==> config.mk <==
export PLATFORM = sky130hd
export DESIGN_NAME = div_seq_ctrl
export DESIGN_NICKNAME = d
export VERILOG_FILES = /design/src/rtl/div_pkg.sv /design/src/rtl/div_step.sv /design/src/rtl/div_seq_ctrl.sv
export SDC_FILE = /design/constraint.sdc
export NUM_CORES = 1
export LEC_CHECK = 0
export CAP_MARGIN = 5
export CORE_UTILIZATION = 57
export DETAILED_ROUTE_END_ITERATION = 8
export GPL_TIMING_DRIVEN = 0
export PLACE_DENSITY = 0.91
export SYNTH_ARGS = -nofsm -noshare
export SYNTH_HDL_FRONTEND = slang
export SYNTH_SLANG_ARGS = --single-unit
==> constraint.sdc <==
create_clock -name i_clk -period 4.2 [get_ports i_clk]
set_clock_uncertainty 0.05 [all_clocks]
set_input_delay 1.05 -clock i_clk [delete_from_list [all_inputs] [get_ports i_clk]]
set_output_delay 1.05 -clock i_clk [all_outputs]
set_load 0.05 [all_outputs]
==> src/rtl/div_pkg.sv <==
// Shared definitions for the sequential divider: state encoding, default
// width and iteration-counter width.
package div_pkg;

  localparam int DIV_WIDTH = 32;
  localparam int CNT_W     = $clog2(DIV_WIDTH);

  typedef enum logic [1:0] {
    IDLE = 2'd0,
    ABS  = 2'd1,
    DIV  = 2'd2,
    FIX  = 2'd3
  } divState_t;

endpackage

==> src/rtl/div_step.sv <==
// One combinational restoring-division step on unsigned magnitudes.
// The partial remainder is one bit wider than the operands so the shifted
// value can never wrap before it is compared against the divisor.
module div_step #(
  parameter int WIDTH = 32
) (
  input  logic [WIDTH:0]   i_rem,
  input  logic [WIDTH-1:0] i_quo,
  input  logic [WIDTH-1:0] i_dvs,
  output logic [WIDTH:0]   o_rem,
  output logic [WIDTH-1:0] o_quo
);

  logic [WIDTH:0] w_shifted;
  logic [WIDTH:0] w_dvsExt;

  assign w_shifted = {i_rem[WIDTH-1:0], i_quo[WIDTH-1]};
  assign w_dvsExt  = {1'b0, i_dvs};

  // Shift the next dividend bit in, then subtract and set the quotient bit when it fits
  always_comb begin
    o_quo = {i_quo[WIDTH-2:0], 1'b0};
    o_rem = w_shifted;
    if (w_shifted >= w_dvsExt) begin
      o_rem    = w_shifted - w_dvsExt;
      o_quo[0] = 1'b1;
    end
  end

endmodule

==> src/rtl/div_seq_ctrl.sv <==
// Multi-cycle signed/unsigned divide sequencer: IDLE -> ABS -> DIV x WIDTH -> FIX.
// lo holds the quotient, hi the remainder; both change only on a done pulse.
// Optional feature macro: DIV_ZERO_TRAP_EN adds o_div_zero and skips the
// iteration phase when the divisor is zero.
module div_seq_ctrl
  import div_pkg::*;
#(
  parameter int WIDTH = DIV_WIDTH
) (
  input  logic             i_clk,
  input  logic             i_rst,
  input  logic             i_start,
  input  logic             i_is_signed,
  input  logic [WIDTH-1:0] i_dividend,
  input  logic [WIDTH-1:0] i_divisor,
  output logic             o_ready,
  output logic             o_busy,
  output logic             o_done,
  output logic [WIDTH-1:0] o_lo,
  output logic [WIDTH-1:0] o_hi
`ifdef DIV_ZERO_TRAP_EN
  ,
  output logic             o_div_zero
`endif
);

  localparam logic [CNT_W:0] LAST_CNT = (CNT_W+1)'(WIDTH - 1);

  divState_t        r_state;
  logic [CNT_W:0]   r_cnt;
  logic             r_busy;
  logic             r_done;
  logic [WIDTH-1:0] r_lo;
  logic [WIDTH-1:0] r_hi;
  logic             r_isSigned;
  logic             r_dvdNeg;
  logic             r_dvsNeg;
  logic [WIDTH-1:0] r_dvd;
  logic [WIDTH-1:0] r_dvs;
  logic [WIDTH-1:0] r_absDvs;
  logic [WIDTH-1:0] r_quo;
  logic [WIDTH:0]   r_rem;
  logic [WIDTH:0]   w_nextRem;
  logic [WIDTH-1:0] w_nextQuo;
  logic             w_dvsZero;
`ifdef DIV_ZERO_TRAP_EN
  logic             r_divZero;
`endif

  assign w_dvsZero = (r_dvs == '0);

  div_step #(
    .WIDTH(WIDTH)
  ) u_step (
    .i_rem(r_rem),
    .i_quo(r_quo),
    .i_dvs(r_absDvs),
    .o_rem(w_nextRem),
    .o_quo(w_nextQuo)
  );

  // Sequencer: latch operands, take magnitudes, iterate, then sign-correct and publish
  always_ff @(posedge i_clk) begin
    if (i_rst) begin
      r_state    <= IDLE;
      r_cnt      <= '0;
      r_busy     <= 1'b0;
      r_done     <= 1'b0;
      r_lo       <= '0;
      r_hi       <= '0;
      r_isSigned <= 1'b0;
      r_dvdNeg   <= 1'b0;
      r_dvsNeg   <= 1'b0;
      r_dvd      <= '0;
      r_dvs      <= '0;
      r_absDvs   <= '0;
      r_quo      <= '0;
      r_rem      <= '0;
`ifdef DIV_ZERO_TRAP_EN
      r_divZero  <= 1'b0;
`endif
    end else begin
      r_done <= 1'b0;
      case (r_state)
        IDLE: begin
          if (i_start) begin
            r_isSigned <= i_is_signed;
            r_dvd      <= i_dividend;
            r_dvs      <= i_divisor;
            r_dvdNeg   <= i_is_signed & i_dividend[WIDTH-1];
            r_dvsNeg   <= i_is_signed & i_divisor[WIDTH-1];
            r_busy     <= 1'b1;
            r_state    <= ABS;
          end
        end
        ABS: begin
          r_quo    <= r_dvdNeg ? (~r_dvd + 1'b1) : r_dvd;
          r_absDvs <= r_dvsNeg ? (~r_dvs + 1'b1) : r_dvs;
          r_rem    <= '0;
          r_cnt    <= '0;
`ifdef DIV_ZERO_TRAP_EN
          r_state  <= w_dvsZero ? FIX : DIV;
`else
          r_state  <= DIV;
`endif
        end
        DIV: begin
          r_rem <= w_nextRem;
          r_quo <= w_nextQuo;
          if (r_cnt == LAST_CNT) begin
            r_cnt   <= '0;
            r_state <= FIX;
          end else begin
            r_cnt <= r_cnt + 1'b1;
          end
        end
        FIX: begin
          if (w_dvsZero) begin
            r_lo <= '1;
            r_hi <= r_dvd;
          end else begin
            r_lo <= (r_dvdNeg ^ r_dvsNeg) ? (~r_quo + 1'b1) : r_quo;
            r_hi <= r_dvdNeg ? (~r_rem[WIDTH-1:0] + 1'b1) : r_rem[WIDTH-1:0];
          end
`ifdef DIV_ZERO_TRAP_EN
          r_divZero <= w_dvsZero;
`endif
          r_done  <= 1'b1;
          r_busy  <= 1'b0;
          r_state <= IDLE;
        end
        default: begin
          r_busy  <= 1'b0;
          r_state <= IDLE;
        end
      endcase
    end
  end

  assign o_ready = (r_state == IDLE);
  assign o_busy  = r_busy;
  assign o_done  = r_done;
  assign o_lo    = r_lo;
  assign o_hi    = r_hi;
`ifdef DIV_ZERO_TRAP_EN
  assign o_div_zero = r_divZero;
`endif

endmodule

==> impl_metrics.prom <==
# TYPE chip_impl_metric gauge
chip_impl_info{name="critical_path.top_delay_family",value="compound AO/OA/AOI/OAI gates"} 1
chip_impl_metric{name="maximum_number_of_pins_on_one_net_before_global_route_repair",unit=""} 14
chip_impl_metric{name="setup.reg_to_reg.worst_slack",unit="ps"} 510
chip_impl_metric{name="fin_crit_sh",unit="%"} 87.9
chip_impl_metric{name="synth_simple_gate_area_share",unit="%"} 20.0
chip_impl_metric{name="gate_count_after_technology_mapping",unit=""} 1749
chip_impl_info{name="holdCritPathClass",value="flop to flop"} 1
chip_impl_metric{name="clock_sinks",unit=""} 236
chip_impl_metric{name="synth-adder-area-share",unit="%"} 3.95
chip_impl_metric{name="drt-vias-per-instance",unit=""} 6.14
chip_impl_metric{name="place.port_buffers",unit=""} 134
chip_impl_info{name="tritoncts",value="done"} 1
chip_impl_metric{name="drt-pass1-iter-count",unit=""} 8
chip_impl_metric{name="finalSetupViolCount",unit=""} 0
chip_impl_metric{name="worst_path_largest_cell_delay",unit="ps"} 570
chip_impl_metric{name="number_of_maximum_capacitance_violations",unit=""} 0
chip_impl_info{name="hold_path_end",value="o_hi[27]"} 1
chip_impl_metric{name="floorplan.die_area",unit="um^2"} 24300
chip_impl_metric{name="totalNegativeSetupSlack",unit="ps"} 0
chip_impl_metric{name="synth_xor_xnor_area_share",unit="%"} 9.79
chip_impl_info{name="end_kind",value="flop"} 1
chip_impl_metric{name="cp_max_fo",unit=""} 10
chip_impl_metric{name="tightest_slew",unit="ps"} 920
chip_impl_metric{name="hpwl",unit="um"} 32700
chip_impl_metric{name="drive_above_1_share",unit="%"} 3.16
chip_impl_metric{name="crit_arrival",unit="ps"} 4090
chip_impl_metric{name="drc",unit=""} 0
chip_impl_metric{name="final-hold-violation-count",unit=""} 0
chip_impl_metric{name="ys_async_sr_fraction",unit="%"} 0
chip_impl_info{name="timing_worst_setup_path_type",value="flop to flop"} 1
chip_impl_metric{name="die_x",unit="um"} 156
chip_impl_info{name="status",value="finished, final reports clean"} 1
chip_impl_metric{name="htree_levels",unit=""} 1
chip_impl_metric{name="clk_pin_slew",unit="ps"} 60
chip_impl_metric{name="power_leakage",unit="nW"} 6.18
chip_impl_info{name="rsz0062_at_grt",value="no"} 1
chip_impl_metric{name="syn_to_final_growth",unit="%"} 19.8
chip_impl_metric{name="post_synth.cell_area_avg",unit="um^2"} 7.72
chip_impl_info{name="cp_cell_sequence",value="ha_1, clkbuf_1, a21o_1, or3_1, o21ai_0, o21ai_0, a211oi_1, clkbuf_2, buf_1, a21oi_1, o21ai_0"} 1
chip_impl_metric{name="cts_made_buffers",unit=""} 26
chip_impl_metric{name="route.final.wire_length",unit="um"} 43100
chip_impl_metric{name="design.final.nets",unit=""} 2021
chip_impl_metric{name="yosys-mux-area-fraction",unit="%"} 4.01
chip_impl_metric{name="timing.hold.ws",unit="ps"} 431
chip_impl_metric{name="min_path_cells",unit=""} 2
chip_impl_metric{name="diodes",unit=""} 0
chip_impl_metric{name="die_height",unit="um"} 156
chip_impl_info{name="crit_path_start_kind",value="flop"} 1
chip_impl_metric{name="final.min_clock_period",unit="ps"} 3690
chip_impl_info{name="critPathMostFrequentCell",value="o21ai_0"} 1
chip_impl_metric{name="vias",unit=""} 13800
chip_impl_info{name="layout_commonest_cell",value="nand2_1"} 1
chip_impl_metric{name="core_area",unit="um^2"} 22900
chip_impl_info{name="rr_endpoint",value="r_rem[12]"} 1
chip_impl_metric{name="grt_remaining_overflow",unit=""} 0
chip_impl_metric{name="top_level_ports",unit=""} 135
chip_impl_info{name="synth_top_family_by_area",value="compound AO/OA/AOI/OAI gates"} 1
chip_impl_metric{name="synth_cell_types",unit=""} 60
chip_impl_metric{name="synthDominantCellAreaShare",unit="%"} 35.0
chip_impl_metric{name="floorplan.rows",unit=""} 55
chip_impl_metric{name="cts-root-to-sink-buffers",unit=""} 3
chip_impl_metric{name="routed_wire_length_per_instance",unit="um"} 19.2
chip_impl_metric{name="power_per_cell_area",unit="nW/um^2"} 664
chip_impl_info{name="post_synth_main_area_contributors",value="dfxtp_1, nand2_1, xor2_1"} 1
chip_impl_metric{name="syn_area",unit="um^2"} 13500
chip_impl_metric{name="number_of_drc_markers_in_iteration_0",unit=""} 1321
chip_impl_info{name="crit_path_top_delay_cell",value="dfxtp_1"} 1
chip_impl_metric{name="grt_antenna_before_repair",unit=""} 0
chip_impl_info{name="mostFrequentLayoutCells",value="nand2_1, dfxtp_1, nor2_1"} 1
chip_impl_metric{name="postSynthRegisterBits",unit=""} 236
chip_impl_info{name="cts-root-buf",value="clkbuf_16"} 1
chip_impl_metric{name="antenna_violating_nets_post_route",unit=""} 0
chip_impl_metric{name="clkLatencyLatePin",unit="ps"} 540
chip_impl_info{name="reg2reg_from",value="r_rem[23]"} 1
chip_impl_metric{name="drv_slew",unit=""} 0
chip_impl_metric{name="starting_density_of_the_core",unit="%"} 58.9
chip_impl_metric{name="synth.yosys.warnings",unit=""} 0
chip_impl_info{name="synthFlopType",value="dfxtp_1"} 1
chip_impl_metric{name="timing.slew.headroom",unit="%"} 38.7
chip_impl_metric{name="worst-path-buf-inv",unit=""} 3
chip_impl_metric{name="cts.repair_timing.setup_buffer_count",unit=""} 0
chip_impl_metric{name="ir_drop",unit="mV"} 0.325
chip_impl_info{name="hold_path_startpoint",value="o_hi[27]"} 1
chip_impl_info{name="synth_top_area_cell",value="dfxtp_1"} 1
chip_impl_metric{name="timing.reg2reg.worst_path_depth",unit=""} 11
chip_impl_metric{name="number_of_flops_mapped_to_enable_cells_by_yosys",unit=""} 0
chip_impl_metric{name="grt_first_pass_wirelength",unit="um"} 68100
chip_impl_metric{name="grt_use_total",unit="%"} 35.5
chip_impl_metric{name="synth.net_count",unit=""} 1859
chip_impl_metric{name="yosysSeqAreaShare",unit="%"} 35.0
chip_impl_metric{name="globalplace.congestion",unit=""} 1.01
chip_impl_metric{name="vias_in_the_first_global_route",unit=""} 13300
chip_impl_metric{name="timing.critical_path.required",unit="ps"} 4600
chip_impl_metric{name="synth_compound_gate_area_share",unit="%"} 22.4
chip_impl_metric{name="clock.fmax",unit="GHz"} 0.271
==> cell usage after synthesis, drive strengths merged, types with 5 or more instances <==
cell type,instances
a21o,11
o21bai,5
inv,59
mux2i,53
a211oi,30
a311oi,21
clkbuf,99
o41ai,20
a32oi,11
or4,22
and3,6
nor2b,5
o31ai,29
o211ai,7
o221ai,11
xor2,98
dfxtp,236
nand2b,22
buf,18
ha,41
nand2,253
o22ai,19
nor3,18
nor4,14
o21ai,124
a31oi,10
or3,14
nand3,24
a21oi,150
nor3b,6
nor2,202
xnor2,53
nand4,12
==> worst max-delay path by stage <==
stage | startpoint | end | slack, ps | depth (start not counted)
after floorplan | r_rem[23] | r_rem[10] | 1350 | 12
after global placement | r_rem[23] | r_rem[14] | 590 | 12
after detailed placement | r_rem[23] | r_rem[14] | 510 | 12
after CTS | r_rem[23] | r_rem[12] | 460 | 12
after global routing | r_rem[23] | r_rem[12] | 140 | 12
final | r_rem[23] | r_rem[12] | 510 | 11
==> repair_timing <==
| action | in CTS | in global routing |
|---|---|---|
| gates resized for setup | 0 | 2 |
| setup endpoints to repair | 0 | 3 |
| hold buffers | 0 | 0 |
==> power breakdown <==
| part | leakage [nW] | switching (W) | internal (W) |
|---|---|---|---|
| Combinational | 3.80 | 0.00339 | 0.00183 |
| Clock | 0.466 | 0.000926 | 0.00159 |
| Sequential | 1.92 | 0.000391 | 0.00261 |
==> registers in the layout (all words and copies together) (netlist names) <==
name and cells:
r_dvsNeg 1, o_done 1, o_hi 32, r_dvd 32, r_cnt 6, o_busy 1, r_rem 32, r_quo 32
o_lo 32, r_dvdNeg 1, r_dvs 32, r_absDvs 32, r_state 2
==> layout make-up <==
cell class | count | area, um^2
clock buffer | 36 | 739
tap | 313 | 392
sequential | 236 | 4720
clock inverter | 11 | 205
multi-input combinational | 1336 | 8110
timing repair buffer | 134 | 1340
inverter | 60 | 225
buffer | 117 | 442
fill | 1752 | 6730
==> layer usage <==
metal	vias to the layer above	global-route usage [%]	wire (um)
li1	6470	-	-
met2	747	59.6	20100
met1	6385	41.6	16300
met3	175	6.42	3830
met5	-	0	0
met4	0	22.9	2890
==> cells by family after synthesis <==
family                   after synthesis
flip-flops                           236
AO/OA/AOI/OAI                        479
multiplexers                          54
XOR/XNOR                             151
AND/OR/NAND/NOR                      610
adder cells (fa/ha/maj)               42
buffers and inverters                177
==> worst reg2reg max path: cells and delay by family, from the launching register on <==
kind	cells	cell delay [ps]
AO/OA/AOI/OAI	6	1340
flip-flops	1	570
buffers and inverters	3	1040
AND/OR/NAND/NOR	1	300
adder cells (fa/ha/maj)	1	310
==> stage by stage <==
| stage | cells | util (%) | power [W] | setup WS (ps) | area [um^2] |
|---|---|---|---|---|---|
| 2_1_floorplan | 1749 | - | 0.00666 | 1350 | 13500 |
| 3_5_place_dp | 2196 | 66.5 | 0.00808 | 508 | 15200 |
| 3_3_place_gp | 2196 | 66.5 | 0.00794 | 594 | 15200 |
| 4_1_cts | 2243 | 70.6 | 0.0106 | 457 | 16200 |
| 5_1_grt | 2243 | 70.6 | 0.0113 | 141 | 16200 |
| 6_report | 2243 | 70.6 | 0.0107 | 508 | 16200 |
(Power assumes the default switching activity.)
==> variant (config.mk and constraints unchanged) <==
The 4 states of `divState_t` get a Gray code encoding in 2 bits.
--- a/src/rtl/div_pkg.sv
+++ b/src/rtl/div_pkg.sv
@@ -6,10 +6,10 @@
   localparam int CNT_W     = $clog2(DIV_WIDTH);
 
   typedef enum logic [1:0] {
-    IDLE = 2'd0,
-    ABS  = 2'd1,
-    DIV  = 2'd2,
-    FIX  = 2'd3
+    IDLE = 2'b00,
+    ABS  = 2'b01,
+    DIV  = 2'b11,
+    FIX  = 2'b10
   } divState_t;
 
 endpackage
Check against the original RTL: no difference found for any inputs over 4 cycles, from zero or initial values and one cycle with i_rst high; so few cycles prove little.
==> variant against the original RTL <==
  * Global-route usage fell by 0.15 points
  * Non-clock buffer count unchanged
  * Sequential cell count did not move
  * Setup slack worse by 93 ps
  * Area after synthesis fell by 2.6%
  * Wire length is 1.2% lower
  * Die area decreased by 2.6%
  * Cell area is 2.5% lower
  * Largest cell class unchanged
Power is not compared: it rests on default switching activity, and its combinational part moved more than twofold at a synthesized area within 25%.
==> variant: results (changes against the original RTL) <==
Placement
  • Post-detail-place hpwl: 32270 um (was 32670 um)
  • Placed cell count: 2139 (was 2196)
  • Place WS: 515.0 ps (was 507.7 ps)
  • Final GP Congestion: 0.9908 (was 1.012)

Setup path
  • Worst setup path end: r_rem[1]$_SDFFE_PP0P_ (was r_rem[12]$_SDFFE_PP0P_)
  • WP data arrival: 4140 ps (was 4090 ps)
  • R2R Setup Slk: 420 ps (was 510 ps)
  • CP Launch Point: r_rem[0]$_SDFFE_PP0P_ (was r_rem[23]$_SDFFE_PP0P_)

Route
  • Met2 Wirelength: 18940 um (was 20130 um)
  • Drt pass-1 iters: 5 (was 8)
  • Routed met1 length: 17530 um (was 16260 um)
  • Routed vias: 13570 (was 13777)
  • Wire length on met3: 4596 um (was 3832 um)

Timing
  • Fmax: 264.2 MHz (was 270.9 MHz)
  • Final hold slack: 403.7 ps (was 430.7 ps)
  • Rel. slew slack: 0.2550 (was 0.3865)

Layout
  • Fillers: 1769 (was 1752)
  • Post-Layout Cell Count: 2186 (was 2243)

Synthesis
  • Syn_nets: 1826 (was 1859)
  • Syn Area/Cell: 7.647 um2 (was 7.721 um2)
  • Post-synthesis mux area share: 0.02207 (was 0.04012)
  • Post-Synth Adder-Cell Area: 0.03672 (was 0.03947)
  • Compound-gate portion of the synthesized area: 0.2347 (was 0.2237)
  • Top post-synthesis cells by area: dfxtp_1 (36%), nand2_1 (8.5%), a21oi_1 (6.2%) (was dfxtp_1 (35%), nand2_1 (7.0%), xor2_1 (6.4%))
  • Register area share after synthesis: 0.3592 (was 0.3499)
  • Commonest cells post-synth: nand2_1 (298), dfxtp_1 (236), a21oi_1 (164) (was nand2_1 (253), dfxtp_1 (236), nor2_1 (202))

Worst hold path
  • Worst hold start: o_hi[10]$_SDFFE_PP0P_ (was o_hi[27]$_SDFFE_PP0P_)
  • Hold Path End: o_hi[10]$_SDFFE_PP0P_ (was o_hi[27]$_SDFFE_PP0P_)

Outcome
  • Outcome: completed (unchanged)

Global routing
  • Grt met3 use: 0.07215 (was 0.06417)
  • Met1 usage: 0.4719 (was 0.4157)
  • Vias in the first global route: 12418 (was 13291)
  • Total Routing Usage GR: 0.3531 (was 0.3547)
  • Met2 Track Usage GR: 0.5649 (was 0.5961)
  • First-pass GRT wire length: 66320 um (was 68140 um)
-- variant: cell types whose count changed in the layout (fill, tap and decap cells not counted), moves of 14 or more --
cell      before  now
a311oi_1      21   41
a21oi_1      150  164
o22ai_1       19    2
mux2i_1       53   29
nand2_1      253  298
nor2_1       202  163
-- variant: critical path, stage by stage (launching register included) --
cell and delay [ps]:
dfxtp_1 580, ha_1 320, nor2b_1 140, o31a_1 270, o31a_1 290, o21ai_0 340, a21oi_1 140, o22ai_1 180
clkbuf_1 420, clkbuf_1 560, mux2i_1 280, o21ai_0 90
-- variant: area by class of cell --
cell class,instances,area (um2),share of cell area
Sequential cell,236,4725,0.2995
Inverter,57,214.0,0.01356
Clock buffer,37,783.3,0.04966
Clock inverter,10,138.9,0.008805
Timing Repair Buffer,134,1341,0.08504
Tap cell,285,356.6,0.02261
Multi-Input combinational cell,1310,7755,0.4917
Buffer,117,459.2,0.02911
